===== config.mk =====
export PLATFORM = sky130hd
export DESIGN_NAME = cpu_oci_dct_sequencer
export DESIGN_NICKNAME = d
export VERILOG_FILES = /design/src/rtl/cpu_oci_dct_sequencer.sv
export SDC_FILE = /design/constraint.sdc
export NUM_CORES = 1
export LEC_CHECK = 0
export BUFFER_PORTS_ARGS = -buffer_cell sky130_fd_sc_hd__buf_2
export CAP_MARGIN = 0
export CORE_MARGIN = 2
export CORE_UTILIZATION = 59
export DETAILED_ROUTE_END_ITERATION = 7
export GPL_TIMING_DRIVEN = 1
export HOLD_SLACK_MARGIN = 0.06
export PLACE_DENSITY = 0.81
export SLEW_MARGIN = 0
export SYNTH_ARGS = -nofsm -noshare
export SYNTH_HDL_FRONTEND = slang
export SYNTH_SLANG_ARGS = --single-unit

===== constraint.sdc =====
create_clock -name clk -period 4.4 [get_ports clk]
set_input_delay 0.22 -clock clk [delete_from_list [all_inputs] [get_ports clk]]
set_output_delay 0.22 -clock clk [all_outputs]
set_load 0.03 [all_outputs]

===== src/rtl/cpu_oci_dct_sequencer.sv =====
// ============================================================================
// Module      : cpu_oci_dct_sequencer
// Description : Debug compressed-trace (DCT) sequencer for one Nios II OCI
//               block. It arbitrates 2-bit trace atoms from the instruction
//               trace source (src0) and the data trace source (src1). Accepted
//               atoms are packed LSB-first into a word. Each packed word is
//               handed to the trace sink over a valid/ready interface.
// Ports       : clk, reset            - clock, asynchronous active-high reset
//               src0_valid/atom/ready - instruction-trace atom handshake
//               src1_valid/atom/ready - data-trace atom handshake
//               flush / flush_done    - request partial-word emission / done pulse
//               dct_buffer/count      - packed word and number of valid atoms
//               dct_valid / dct_ready - output word handshake
//               dct_timestamp         - cycle stamp of the word's first atom
// Options     : DCT_TIMESTAMP_EN      - enables the free-running timestamp;
//                                       when undefined, dct_timestamp is 0
// Revision    : 1.0 - initial release
// ============================================================================
`timescale 1ns/1ps
`default_nettype none

module cpu_oci_dct_sequencer #(
    parameter int NUM_ATOMS = 15,
    parameter int ATOM_W    = 2,
    parameter int TS_W      = 16
) (
    input  logic                               clk,
    input  logic                               reset,
    input  logic                               src0_valid,
    input  logic [ATOM_W-1:0]                  src0_atom,
    output logic                               src0_ready,
    input  logic                               src1_valid,
    input  logic [ATOM_W-1:0]                  src1_atom,
    output logic                               src1_ready,
    input  logic                               flush,
    output logic                               flush_done,
    output logic [NUM_ATOMS*ATOM_W-1:0]        dct_buffer,
    output logic [$clog2(NUM_ATOMS+1)-1:0]     dct_count,
    output logic                               dct_valid,
    input  logic                               dct_ready,
    output logic [TS_W-1:0]                    dct_timestamp
);

    localparam int               BUF_W  = NUM_ATOMS * ATOM_W;
    localparam int               CNT_W  = $clog2(NUM_ATOMS + 1);
    localparam logic [CNT_W-1:0] C_FULL = CNT_W'(NUM_ATOMS);

    localparam logic [0:0] S_FILL = 1'b0;
    localparam logic [0:0] S_HOLD = 1'b1;

    logic [0:0]       r_state;
    logic [0:0]       w_state_next;
    logic [BUF_W-1:0] r_acc;
    logic [CNT_W-1:0] r_cnt;
    logic             r_pref1;       // 1: src1 wins the next tie
    logic             r_flush_pend;  // flush seen while a word was held
    logic             r_word_flush;  // held word was emitted by a flush
    logic             r_empty_done;  // flush found nothing to emit
    logic [BUF_W-1:0] r_buf;
    logic [CNT_W-1:0] r_count;
    logic             r_valid;

    logic             w_fill;
    logic             w_grant0;
    logic             w_grant1;
    logic             w_any;
    logic [ATOM_W-1:0] w_atom;
    logic [CNT_W-1:0] w_cnt_next;
    logic [31:0]      w_shift;
    logic [BUF_W-1:0] w_slot;
    logic [BUF_W-1:0] w_acc_next;
    logic             w_flush_req;
    logic             w_emit;
    logic             w_empty_flush;
    logic             w_handoff;

    // The count never reaches NUM_ATOMS in FILL (a full word leaves at once).
    // The room term keeps the count saturating regardless.
    assign w_fill   = (r_state == S_FILL) && (r_cnt != C_FULL);
    assign w_grant0 = w_fill & src0_valid & (~src1_valid | ~r_pref1);
    assign w_grant1 = w_fill & src1_valid & (~src0_valid |  r_pref1);
    assign w_any    = w_grant0 | w_grant1;
    assign w_atom   = w_grant0 ? src0_atom : src1_atom;

    assign w_cnt_next = r_cnt + CNT_W'(w_any);
    assign w_shift    = 32'(r_cnt) * ATOM_W;
    assign w_slot     = {{(BUF_W-ATOM_W){1'b0}}, w_atom} << w_shift;
    assign w_acc_next = w_any ? (r_acc | w_slot) : r_acc;

    assign w_flush_req   = flush | r_flush_pend;
    assign w_emit        = w_fill & ((w_cnt_next == C_FULL) |
                                     (w_flush_req & (w_cnt_next != '0)));
    assign w_empty_flush = w_fill & w_flush_req & (w_cnt_next == '0);
    assign w_handoff     = r_valid & dct_ready;

    assign src0_ready = w_grant0;
    assign src1_ready = w_grant1;
    assign dct_buffer = r_buf;
    assign dct_count  = r_count;
    assign dct_valid  = r_valid;
    assign flush_done = r_empty_done | (w_handoff & r_word_flush);

    // State register
    always_ff @(posedge clk or posedge reset) begin
        if (reset) begin
            r_state <= S_FILL;
        end else begin
            r_state <= w_state_next;
        end
    end

    // Next-state logic
    always_comb begin
        w_state_next = r_state;
        case (r_state)
            S_FILL:  if (w_emit)    w_state_next = S_HOLD;
            S_HOLD:  if (w_handoff) w_state_next = S_FILL;
            default: w_state_next = S_FILL;
        endcase
    end

    // Accumulator, arbitration pointer, output word and flush bookkeeping
    always_ff @(posedge clk or posedge reset) begin
        if (reset) begin
            r_acc        <= '0;
            r_cnt        <= '0;
            r_pref1      <= 1'b0;
            r_flush_pend <= 1'b0;
            r_word_flush <= 1'b0;
            r_empty_done <= 1'b0;
            r_buf        <= '0;
            r_count      <= '0;
            r_valid      <= 1'b0;
        end else begin
            r_empty_done <= w_empty_flush;
            if (w_any) begin
                r_pref1 <= w_grant0;
            end
            if (r_state == S_FILL) begin
                r_acc <= w_acc_next;
                r_cnt <= w_cnt_next;
                // A flush in FILL is always consumed in the same cycle:
                // either it emits a word or it completes as an empty flush.
                r_flush_pend <= 1'b0;
                if (w_emit) begin
                    r_buf        <= w_acc_next;
                    r_count      <= w_cnt_next;
                    r_valid      <= 1'b1;
                    r_word_flush <= w_flush_req;
                end
            end else begin
                // A flush during HOLD applies to the next word, not this one.
                if (flush) begin
                    r_flush_pend <= 1'b1;
                end
                if (w_handoff) begin
                    r_valid      <= 1'b0;
                    r_acc        <= '0;
                    r_cnt        <= '0;
                    r_word_flush <= 1'b0;
                end
            end
        end
    end

`ifdef DCT_TIMESTAMP_EN
    logic [TS_W-1:0] r_ts_ctr;
    logic [TS_W-1:0] r_ts_first;
    logic [TS_W-1:0] r_ts_out;

    // Stamp is taken when slot 0 is filled. When slot 0 is filled in the
    // emitting cycle (one-atom flush), the live counter is used directly.
    always_ff @(posedge clk or posedge reset) begin
        if (reset) begin
            r_ts_ctr   <= '0;
            r_ts_first <= '0;
            r_ts_out   <= '0;
        end else begin
            r_ts_ctr <= r_ts_ctr + 1'b1;
            if (w_any && (r_cnt == '0)) begin
                r_ts_first <= r_ts_ctr;
            end
            if (w_emit) begin
                r_ts_out <= (r_cnt == '0) ? r_ts_ctr : r_ts_first;
            end
        end
    end

    assign dct_timestamp = r_ts_out;
`else
    assign dct_timestamp = '0;
`endif

endmodule

`default_nettype wire

Word level (Yosys, flattened, before mapping) --
Index checks and enable logic that the tools add are counted.
Storage, ports and cells: word-level logic and storage cells 59, input port bits 10, output and inout bits 54, bits in registers 74
Cells by class: bitwise gates (word level) 21, reduce and logical (&&, ||, !) cells 6, equal/unequal tests 4, mux-type cells 16, shift-type cells 1, add/sub/neg operators 1
Operators with widths (count):
- 30-bit 2-to-1 mux | 3
- 30-bit OR | 1
- 2-bit by 5-bit left shift with 30-bit output | 1
- 1-bit AND | 10
- 1-bit 2-to-1 mux | 9
- 4-bit 2-to-1 mux | 2
- 1-bit OR | 6
- 4-bit by 1-bit adder with 4-bit output | 1
- 4-bit == test, second input constant | 1
- 4-bit zero test | 1
- 4-bit inequality test, second input constant | 1
- 1-bit inverter | 4
- 2-bit AND reduction | 2
- 4-bit nonzero test | 1
- 2-bit 2-to-1 mux | 1
- 2-bit by 1-bit inequality test with 1-bit output, second input constant | 1
- 2-bit inequality test, second input constant | 1
- 1-bit one-hot mux with 2 select lines | 1
- 2-bit nonzero test | 1
- 1-bit logical AND | 1

Depth between registers and ports, before layout --
Gate-level depths: netlist (run 1).
depth after elaboration 12, mapped depth 14, depth with buffers taken out 11

Worst setup path after synthesis (run 1) --
Ideal clock, no wire load.
kind reg2reg, start point reg r_cnt[1], end point reg r_count[0] (netlist: dct_count[0]), stages on the path, launching flop included 14, library setup time 125 ps, period minus slack after synthesis 2970 ps, data required time 4275 ps, buffers on the path 3, arrival time 2845 ps, setup slack 1430 ps, cells stage by stage dfrtp_1 > clkbuf_8 > a41oi_4 > and3_1 > buf_6 > or2_2 > ha_1 > ha_1 > inv_1 > nor3_1 > o41ai_2 > a21boi_2 > buf_6 > mux2_2
On the way: word-level cells in the longest chain between the ends 11, elaborated cells on any way between the ends 14, classes of those cells add/sub (1); eq/ne (2); bitwise (8); reduce/logical (3)
RTL lines:
- start, declared | RTL line 54 | logic [CNT_W-1:0] r_cnt;
- start signal, assigned | RTL line 141 | r_cnt <= w_cnt_next;
- 4-bit inequality test (*) | RTL line 79 | assign w_fill = (r_state == S_FILL) && (r_cnt != C_FULL);
- 1-bit logical AND (*) | RTL line 79
- 1-bit AND (*) (2 in a row) | RTL line 80 | assign w_grant0 = w_fill & src0_valid & (~src1_valid | ~r_pref1);
- named net src0_ready | RTL line 31 | output logic src0_ready,
- 1-bit OR (*) | RTL line 82 | assign w_any = w_grant0 | w_grant1;
- 4-bit by 1-bit adder with 4-bit output (*) | RTL line 85 | assign w_cnt_next = r_cnt + CNT_W'(w_any);
- named net w_cnt_next[1] | RTL line 68 | logic [CNT_W-1:0] w_cnt_next;
- 4-bit nonzero test | RTL line 92 | (w_flush_req & (w_cnt_next != '0)));
- 1-bit AND | RTL line 92
- 1-bit OR (*) | RTL line 91 | assign w_emit = w_fill & ((w_cnt_next == C_FULL) |
- 1-bit AND (*) | RTL line 91
- 2-bit AND reduction (no source line) (*)
- end signal, assigned | RTL line 147 | r_count <= w_cnt_next;
- end, declared | RTL line 60 | logic [CNT_W-1:0] r_count;
Mark *: on every way through the listed nets, which the timed path passes. The rest lies on a longest branch. A chain may end at the register's enable or synchronous reset.

Final worst setup path (run 1) --
start point reg r_cnt[2], end point reg r_count[0] (netlist: dct_count[0])
On the way: word-level cells in the longest chain between the ends 11, elaborated cells on any way between the ends 14, classes of those cells add/sub (1); eq/ne (2); bitwise (8); reduce/logical (3)
RTL lines (RTL line):
- 4-bit inequality test (*) | 79
- 1-bit logical AND (*) | 79
- 1-bit AND (on tied branches) (2 in a row) | 80, 81
- 1-bit OR (*) | 82
- 4-bit by 1-bit adder with 4-bit output (*) | 85
- named net w_cnt_next[1] | 68
- 4-bit nonzero test | 92
- 1-bit AND | 92
- 1-bit OR (*) | 91
- 1-bit AND (*) | 91
- 2-bit AND reduction (no source line) (*)
Marked as above.

==> results.sh, run 1 <==
export IMPL_io_pins=64
export IMPL_p_sw_mw=1.217
export IMPL_die_area_mm2=0.006492
export IMPL_end_kind="register"
export IMPL_drive_above_1_share_pct=22.10
export IMPL_critPathBufInv=2
export IMPL_nets=379
export IMPL_comb_power_share_pct=45.1
export IMPL_finalNonFillerCells=443
export IMPL_ys_types=40
export IMPL_grt_max_degree=47
export IMPL_wl_per_cell_um=14.68
export IMPL_finalCriticalPeriod_ps=3709
export IMPL_ys_seq_area_share_pct=53.53
export IMPL_finalSetupTns_ps=0
export IMPL_die_x_um=80.58
export IMPL_drv_cap=0
export IMPL_yosys_area_top_type="dfrtp_1"
export IMPL_port_buffers=47
export IMPL_place_ws_ps=715.4
export IMPL_n_antenna_cell=0
export IMPL_ys_flop_type="dfrtp_1"
export IMPL_final_area_mm2=0.003771
export IMPL_ys_seq_elements=74
export IMPL_clkLatencyLatePin_ps=350
export IMPL_initial_core_util_pct=62.07
export IMPL_ys_warn_count=0
export IMPL_root_buffer="clkbuf_8"
export IMPL_grt_pass1_vias=2283
export IMPL_maxSlewHeadroom_pct=37.28
export IMPL_power_mw=2.774
export IMPL_via_per_inst=5.330
export IMPL_first_pass_iters=4
export IMPL_async_flop_share_pct=100.0
export IMPL_wl_mm=6.505
export IMPL_final_util_pct=67.65
export IMPL_p_sw_share_pct=43.88
export IMPL_cp_cell_sequence="a41oi_4 -> and3_1 -> or2_2 -> ha_1 -> ha_1 -> inv_1 -> nor3_1 -> o41ai_2 -> a21boi_4 -> buf_4 -> mux2_2"
export IMPL_cts_setup_buffers=0
export IMPL_critPathMostFrequentCell="ha_1"
export IMPL_fin_crit_sh_pct=84.29
export IMPL_drv_slew=0
export IMPL_holdWs_ps=78.17
export IMPL_post_cts_resized=0
export IMPL_drtIter0Drc=139
export IMPL_worstPathArrival_ps=3940
export IMPL_worstSetupPathType="reg -> reg"
export IMPL_crit_fanout=22
export IMPL_p_leak_nw=1.896
export IMPL_post_dp_cell_area_mm2=0.003603
export IMPL_postCtsHoldBufs=0
export IMPL_synth_edf_count=0
export IMPL_synth_top_cell_area_share_pct=53.53
export IMPL_grt_pass1_wl_mm=10.71
export IMPL_die_h_um=80.58
export IMPL_setup_viol=0
export IMPL_place_gp_congestion=0.8999
export IMPL_fp_row_count=27
export IMPL_cts_max_path_buffers=2
export IMPL_grt_total_usage_pct=22.08
export IMPL_status="completed"
export IMPL_route_detailed_drc=0
export IMPL_route_antenna_remaining_nets=0
export IMPL_num_vias=2361
export IMPL_required_ps=4630
export IMPL_final_common_cell="dfrtp_1"
export IMPL_antenna_found_initial=0
export IMPL_crit_family="simple AND/OR/NAND/NOR gates"
export IMPL_final_setup_worst_slack_ps=691.4
export IMPL_path_clk_slew_ps=80
export IMPL_hold_path_class="in -> async"
export IMPL_skew_ps=5.072
export IMPL_filler_cell_count=454
export IMPL_overflow=0
export IMPL_syn_area_mm2=0.003460
export IMPL_hold_violations=0
export IMPL_syn_inst=321
export IMPL_cts_num_sinks=74
export IMPL_p_int_mw=1.557
export IMPL_ys_top_cells_by_area="dfrtp_1, mux2i_1, inv_1"
export IMPL_powerDensity_mw_per_mm2=735.6
export IMPL_dp_cells=428
export IMPL_syn2layout_area_growth_pct=9.006
export IMPL_fmax_ghz=0.2696
export IMPL_seqPwrFrac_pct=38.3
export IMPL_cp_slowest_cell="dfrtp_1"
export IMPL_core_area_mm2=0.005574
export IMPL_slowest_delay_ps=630
export IMPL_vdd_drop_max_uv=327.7
export IMPL_final_cell_mix="dfrtp_1, buf_2, inv_1"
export IMPL_cts_tree="yes"
export IMPL_worst_pin_slew_ps=939.4
export IMPL_syn_area_per_cell_um2=10.78
export IMPL_h_tree_depth=3
export IMPL_pwr_share_clk_pct=16.6
export IMPL_dp_hpwl_mm=4.541
export IMPL_startpoint_type="register"
export IMPL_cts_buffers=9
export IMPL_rsz0062_at_grt="no"
## Yosys cell counts, types with 4 or more instances
library cell  instances
dfrtp_1              74
inv_1                37
mux2i_1              31
nor2_1               30
nand2_1              26
a21oi_1              22
buf_4                18
a31oi_1              11
o21ai_0              11
clkbuf_1              5
o21ai_1               5
mux2_2                4
nor3_1                4
## area by class of cell
type / instances / area, µm² / share of cell area (%)
flip-flops and latches: 74 / 1852 / 49.10
multi-input cells: 194 / 1257 / 33.34
repair buffers: 51 / 265.3 / 7.034
inverters: 37 / 138.9 / 3.683
clock buffers: 9 / 123.9 / 3.285
well taps: 72 / 90.09 / 2.389
clock inverters: 6 / 43.79 / 1.161
## worst register-to-register path, delay by kind of cell (launching register included)
| kind | cells | cell delay, ps |
|---|---|---|
| flops | 1 | 630 |
| mux | 1 | 380 |
| buf+inv | 2 | 410 |
| simple gates | 3 | 1100 |
| compound gates | 3 | 490 |
| fa+ha+maj | 2 | 580 |
## routing by layer
layer / GRT usage (%) / part of all wire, %
met1: 30.01 / 46
met2: 33.58 / 48
met3: 6.180 / 5.3
met4: 8.983 / 0.78
met5: 0 / 0
## path summary, 6_finish.rpt
kind / start / endpoint / slack [ps] / cells past startpoint
setup / recovery: r_cnt[2]$_DFFE_PP0P_ / dct_count[0]$_DFFE_PP0P_ / 690 / 11
hold / removal: reset / dct_buffer[17]$_DFFE_PP0P_ / 80 / 2
setup reg to reg: r_cnt[2]$_DFFE_PP0P_ / dct_count[0]$_DFFE_PP0P_ / 690 / 11
hold reg to reg: r_acc[22]$_DFFE_PP0P_ / r_acc[22]$_DFFE_PP0P_ / 480 / 2
max in group asynchronous: reset / r_cnt[3]$_DFFE_PP0P_ / 3390 / 3
min in group clk: flush / r_flush_pend$_DFFE_PP0P_ / 150 / 2
## kinds of logic (layout without fill, tap and decap cells)
| family | after synthesis | count (layout) | synth area share [%] |
|---|---|---|---|
| XOR/XNOR | 2 | 2 | 0.5064 |
| adder cells (fa/ha/maj) | 2 | 2 | 0.7232 |
| AND/OR/NAND/NOR | 71 | 71 | 8.572 |
| flip-flops | 74 | 74 | 53.53 |
| other | 1 | 16 | 0.1084 |
| AO/OA/AOI/OAI | 64 | 64 | 12.15 |
| buffers and inverters | 68 | 103 | 11.97 |
| multiplexers | 39 | 39 | 12.44 |
## power by group through the flow
stage	registers [mW]	logic, mW	clock network, mW
detailed placement	1.07	1.26	0
global route	1.09	1.37	0.498
floorplan	1.22	0.937	0
CTS	1.06	1.26	0.468
global placement	1.06	1.23	0
finish	1.06	1.25	0.460
## state kept, by name, indices dropped and copies added, names as in the netlist
register	cells
dct_buffer	30
r_empty_done	1
r_pref1	1
r_cnt	4
dct_valid	1
dct_count	4
r_state	1
r_acc	30
r_flush_pend	1
r_word_flush	1
Power figures use the tool's default switching activity.
==> run 2: changes to the inputs <==
--- a/config.mk
+++ b/config.mk
@@ -8,11 +8,11 @@
 export BUFFER_PORTS_ARGS = -buffer_cell sky130_fd_sc_hd__buf_2
 export CAP_MARGIN = 0
 export CORE_MARGIN = 2
-export CORE_UTILIZATION = 59
+export CORE_UTILIZATION = 50
 export DETAILED_ROUTE_END_ITERATION = 7
 export GPL_TIMING_DRIVEN = 1
 export HOLD_SLACK_MARGIN = 0.06
-export PLACE_DENSITY = 0.81
+export PLACE_DENSITY = 0.73
 export SLEW_MARGIN = 0
 export SYNTH_ARGS = -nofsm -noshare
 export SYNTH_HDL_FRONTEND = slang
==> constraint.sdc (replaced) <==
create_clock -name clk -period 3.3 [get_ports clk]
set_input_delay 0.165 -clock clk [delete_from_list [all_inputs] [get_ports clk]]
set_output_delay 0.165 -clock clk [all_outputs]
set_load 0.03 [all_outputs]
==> run 2 against run 1 <==
  * Sequential share of layout area shrank 1.9 points
  * Critical endpoint is now dct_buffer[10]$_DFFE_PP0P_
  * Highest routed layer unchanged
  * Sequential cell count unchanged
  * Largest cell class unchanged
  * Worst hold slack improved by 17 ps
  * Power grew 46%
  * Cell count grew 3.4%
  * Combinational power increased by 44%
  * Critical path depth unchanged
  * Largest power group unchanged
  * Fmax up 20%
  * Via count increased by 1.7%
  * Non-clock buffer count rose by 6
  * Register-to-register slack got worse by 480 ps
==> results.sh, run 2 (synthesis gave the netlist of run 1 again) <==
export IMPL_cts_setup_buffers=0
export IMPL_fp_row_count=30
export IMPL_io_pins=64
export IMPL_met3RoutedLength_um=347
export IMPL_worst_pin_slew_ps=706.3
export IMPL_crit_cells=11
export IMPL_startpoint_type="register"
export IMPL_wl_met1_mm=3.199
export IMPL_grt_max_degree=47
export IMPL_status="completed"
export IMPL_n_antenna_cell=0
export IMPL_holdPathStages=2
export IMPL_antenna_found_initial=0
export IMPL_p_leak_nw=1.964
export IMPL_drv_slew=0
export IMPL_die_area_mm2=0.007600
export IMPL_powerDensity_mw_per_mm2=1032
export IMPL_finalCriticalPeriod_ps=3094
export IMPL_grt_pass1_wl_mm=11.43
export IMPL_worstPathArrival_ps=3360
export IMPL_end_kind="register"
export IMPL_route_antenna_remaining_nets=0
export IMPL_wl_met2_mm=3.343
export IMPL_cts_num_sinks=74
export IMPL_cts_buffers=9
export IMPL_finalSetupTns_ps=0
export IMPL_cts_tree="yes"
export IMPL_skew_ps=8.055
export IMPL_drtIter0Drc=160
export IMPL_vdd_drop_max_uv=464.4
export IMPL_r2r_end="dct_buffer[10]$_DFFE_PP0P_"
export IMPL_fin_crit_sh_pct=93.75
export IMPL_overflow=0
export IMPL_cts_max_path_buffers=2
export IMPL_drive_above_1_share_pct=23.54
export IMPL_cp_slowest_cell="dfrtp_2"
export IMPL_r2r_start="r_cnt[0]$_DFFE_PP0P_"
export IMPL_power_mw=4.051
export IMPL_crit_family="simple AND/OR/NAND/NOR gates"
export IMPL_grt_total_usage_pct=19.65
export IMPL_dp_hpwl_mm=4.761
export IMPL_wl_per_cell_um=15.21
export IMPL_fmax_ghz=0.3232
export IMPL_syn2layout_area_growth_pct=13.49
export IMPL_num_vias=2401
export IMPL_crit_fanout=22
export IMPL_min_from="flush"
export IMPL_via_per_inst=5.242
export IMPL_core_area_mm2=0.006756
export IMPL_startpoint="r_cnt[0]$_DFFE_PP0P_"
export IMPL_required_ps=3560
export IMPL_cp_cell_sequence="a41oi_4 -> and3_1 -> or2_2 -> ha_1 -> ha_1 -> inv_1 -> nor3_1 -> o41ai_2 -> a21boi_4 -> buf_12 -> mux2i_1"
export IMPL_drv_cap=0
export IMPL_grt_pass1_vias=2321
export IMPL_rsz0062_at_grt="no"
export IMPL_critPathBufInv=2
export IMPL_final_cell_mix="dfrtp_1, buf_2, inv_1"
export IMPL_min_to="r_flush_pend$_DFFE_PP0P_"
export IMPL_die_x_um=87.18
export IMPL_first_pass_iters=4
export IMPL_initial_core_util_pct=51.20
export IMPL_critPathMostFrequentCell="ha_1"
export IMPL_die_h_um=87.18
export IMPL_highest_layer="met4"
export IMPL_h_tree_depth=3
export IMPL_path_clk_slew_ps=80
export IMPL_hold_violations=0
export IMPL_r2r_slack_ps=210
export IMPL_final_setup_worst_slack_ps=206.4
export IMPL_wl_mm=6.964
export IMPL_nets=385
export IMPL_setup_viol=0
export IMPL_place_ws_ps=109.7
export IMPL_route_detailed_drc=0
export IMPL_final_area_mm2=0.003926
export IMPL_post_dp_cell_area_mm2=0.003664
export IMPL_port_buffers=47
export IMPL_place_gp_congestion=0.9591
export IMPL_final_util_pct=58.11
export IMPL_filler_cell_count=580
export IMPL_root_buffer="clkbuf_8"
export IMPL_reg2reg_depth=11
export IMPL_maxSlewHeadroom_pct=52.92
export IMPL_clkLatencyLatePin_ps=350
export IMPL_slowest_delay_ps=470
export IMPL_final_common_cell="dfrtp_1"
export IMPL_hold_path_class="in -> reg"
export IMPL_worstSetupPathType="reg -> reg"
[run 2: cell types whose count changed in the layout (fill, tap and decap cells not counted), sizes merged]
cell / delta
clkinv: -3
buf: +5
bufinv: +3
inv: +1
dlygate4sd3: +1
[run 2: where the power goes]
part	switching, mW	internal, mW
sequential	0.174	1.21
clock	0.360	0.509
combinational	1.15	0.653
total	1.68	2.37
[run 2: final cells by class]
class                   instances  area [µm²]  share of cell area (%)
well taps                      80       100.1                   2.549
multi-input cells             194        1257                   32.03
clock buffers                   9       123.9                   3.155
clock inverters                 7       123.9                   3.155
inverters                      37       138.9                   3.537
flip-flops and latches         74        1853                   47.20
repair buffers                 57       329.1                   8.381
[run 2: metrics by stage]
| stage | hold WS [ps] | instances |
|---|---|---|
| final | 95.23 | 458 |
| after global routing | 109.0 | 458 |
| after CTS | 94.00 | 458 |
| after detailed placement | 259.1 | 441 |
| after global placement | 248.9 | 441 |
| after floorplan | 282.0 | 336 |
[run 2: repair_timing]
item | in CTS | in global routing
hold buffers | 1 | 0
endpoints found under the hold margin | 74 | 0
gates resized for setup | 0 | 2
endpoints found under the setup margin | 0 | 29
[run 2: routing by layer]
| metal | vias to the layer above | GRT usage (%) |
|---|---|---|
| met2 | 64 | 31.51 |
| met4 | 0 | 6.713 |
| met1 | 1194 | 26.61 |
| met3 | 10 | 4.360 |
| met5 | - | 0 |
| li1 | 1133 | - |
[run 2: worst max-delay path by stage]
stage | slack (ps) | end
after floorplan | 330 | dct_count[0]$_DFFE_PP0P_
after global placement | 270 | dct_buffer[4]$_DFFE_PP0P_
after detailed placement | 110 | dct_buffer[7]$_DFFE_PP0P_
after CTS | 80 | dct_buffer[7]$_DFFE_PP0P_
after global routing | 10 | dct_buffer[18]$_DFFE_PP0P_
final | 210 | dct_buffer[10]$_DFFE_PP0P_
[run 2: worst reg2reg max path: cells and delay by family, from the launching register on]
family / cells / cell delay, ps
AND/OR/NAND/NOR: 3 / 790
AO/OA/AOI/OAI: 3 / 620
adder cells (fa/ha/maj): 2 / 590
flip-flops: 1 / 470
buffers and inverters: 2 / 310
multiplexers: 1 / 240
==> run 3: changes to the inputs <==
--- a/config.mk
+++ b/config.mk
@@ -9,6 +9,7 @@
 export CAP_MARGIN = 0
 export CORE_MARGIN = 2
 export CORE_UTILIZATION = 50
+export CTS_CLUSTER_SIZE = 24
 export DETAILED_ROUTE_END_ITERATION = 7
 export GPL_TIMING_DRIVEN = 1
 export HOLD_SLACK_MARGIN = 0.06
==> constraint.sdc (replaced) <==
create_clock -name clk -period 3.3 [get_ports clk]
set_input_delay 0.66 -clock clk [delete_from_list [all_inputs] [get_ports clk]]
set_output_delay 0.66 -clock clk [all_outputs]
set_load 0.03 [all_outputs]
==> run 3 against run 2 <==
  * Clock-buffer cell count is 2 higher
  * Cell count is 0.22% higher
  * Final area is 0.41% lower
  * Utilization is 0.24 points lower
  * Critical path depth stayed put
  * Critical endpoint is now dct_count[1]$_DFFE_PP0P_
  * Worst hold slack better by 290 ps
  * Global-route usage hardly changed
  * Clock power is 12% lower
  * Largest cell class unchanged
  * Clock skew is 3.1 ps higher
  * Critical path type unchanged
==> results.sh, run 3 (synthesis gave the netlist of run 1 again) <==
export IMPL_num_vias=2390
export IMPL_finalCriticalPeriod_ps=3068
export IMPL_startpoint_type="register"
export IMPL_filler_cell_count=589
export IMPL_drv_slew=0
export IMPL_die_area_mm2=0.007600
export IMPL_post_dp_cell_area_mm2=0.003691
export IMPL_drive_above_1_share_pct=23.48
export IMPL_vdd_drop_max_uv=476.0
export IMPL_first_pass_iters=4
export IMPL_holdWs_ps=387.3
export IMPL_worstSetupPathType="reg -> reg"
export IMPL_drtIter0Drc=131
export IMPL_place_ws_ps=24.71
export IMPL_status="completed"
export IMPL_route_detailed_drc=0
export IMPL_die_x_um=87.18
export IMPL_finalNonFillerCells=459
export IMPL_h_tree_depth=3
export IMPL_io_pins=64
export IMPL_overflow=0
export IMPL_setup_viol=0
export IMPL_syn2layout_area_growth_pct=13.02
export IMPL_finalSetupTns_ps=0
export IMPL_n_antenna_cell=0
export IMPL_crit_family="compound AO/OA/AOI/OAI gates"
export IMPL_wl_met2_mm=3.155
export IMPL_cts_num_sinks=74
export IMPL_grt_pass1_wl_mm=11.39
export IMPL_powerDensity_mw_per_mm2=1014
export IMPL_critPathBufInv=1
export IMPL_cts_max_path_buffers=2
export IMPL_final_area_mm2=0.003910
export IMPL_final_cell_mix="dfrtp_1, buf_2, inv_1"
export IMPL_clkLatencyLatePin_ps=350
export IMPL_rsz0062_at_grt="no"
export IMPL_required_ps=3530
export IMPL_met3RoutedLength_um=324
export IMPL_grt_total_usage_pct=19.63
export IMPL_p_leak_nw=1.962
export IMPL_post_cts_resized=0
export IMPL_cp_cell_sequence="a41oi_4 -> and3_1 -> or2_2 -> ha_1 -> ha_1 -> nand2_1 -> a211oi_2 -> o41ai_2 -> a21boi_4 -> buf_12 -> mux2_2"
export IMPL_cts_buffers=9
export IMPL_antenna_found_initial=0
export IMPL_fin_crit_sh_pct=92.97
export IMPL_critPathMostFrequentCell="ha_1"
export IMPL_end_kind="register"
export IMPL_path_clk_slew_ps=80
export IMPL_cp_slowest_cell="dfrtp_1"
export IMPL_port_buffers=47
export IMPL_cts_tree="yes"
export IMPL_skew_ps=11.12
export IMPL_worst_pin_slew_ps=675.3
export IMPL_wl_per_cell_um=14.58
export IMPL_final_setup_worst_slack_ps=231.9
export IMPL_crit_fanout=15
export IMPL_maxSlewHeadroom_pct=54.98
export IMPL_nets=386
export IMPL_wl_met1_mm=3.067
export IMPL_root_buffer="clkbuf_8"
export IMPL_dp_hpwl_mm=4.765
export IMPL_highest_layer="met4"
export IMPL_postCtsHoldBufs=0
export IMPL_final_common_cell="dfrtp_1"
export IMPL_grt_max_degree=31
export IMPL_slowest_delay_ps=410
export IMPL_final_util_pct=57.87
export IMPL_fmax_ghz=0.3259
export IMPL_die_h_um=87.18
export IMPL_initial_core_util_pct=51.20
export IMPL_hold_violations=0
export IMPL_cts_setup_buffers=0
export IMPL_grt_pass1_vias=2372
export IMPL_regArea_mm2=0.001852
export IMPL_wl_mm=6.694
export IMPL_worstPathArrival_ps=3300
export IMPL_place_gp_congestion=0.8297
export IMPL_hold_path_class="in -> async"
export IMPL_core_area_mm2=0.006756
export IMPL_multi_input_area_mm2=0.001257
export IMPL_route_antenna_remaining_nets=0
export IMPL_fp_row_count=30
export IMPL_via_per_inst=5.207
export IMPL_power_mw=3.964
export IMPL_dp_cells=443
export IMPL_drv_cap=0
[run 3: area by class of cell]
cell class / instances / area share (%)
Sequential cell: 74 / 47.36
Multi-Input combinational cell: 194 / 32.16
Clock buffer: 11 / 3.616
Inverter: 37 / 3.552
Tap cell: 80 / 2.560
Timing Repair Buffer: 58 / 8.768
Clock inverter: 5 / 1.984
[run 3: final timing paths]
| path | depth (start not counted) | start | endpoint | slack, ps |
|---|---|---|---|---|
| min in group clk | 2 | r_acc[19]$_DFFE_PP0P_ | r_acc[19]$_DFFE_PP0P_ | 480 |
| max in group asynchronous | 3 | reset | r_acc[19]$_DFFE_PP0P_ | 2130 |
| max | 11 | r_cnt[3]$_DFFE_PP0P_ | dct_count[1]$_DFFE_PP0P_ | 230 |
| min | 2 | reset | dct_buffer[2]$_DFFE_PP0P_ | 390 |
| max reg2reg | 11 | r_cnt[3]$_DFFE_PP0P_ | dct_count[1]$_DFFE_PP0P_ | 230 |
| min reg2reg | 2 | r_acc[19]$_DFFE_PP0P_ | r_acc[19]$_DFFE_PP0P_ | 480 |
[run 3: power breakdown]
group	switching, mW	leakage (nW)	internal (mW)	total [mW]
combinational	1.15	0.881	0.679	1.83
sequential	0.156	0.971	1.21	1.36
clock	0.325	0.109	0.444	0.769
total	1.63	1.96	2.33	3.96
[run 3: routing by layer]
metal | global-route usage [%] | vias up
met1 | 26.61 | 1165
met2 | 30.40 | 75
met4 | 9.371 | 0
met3 | 3.981 | 15
met5 | 0 | -
li1 | - | 1135
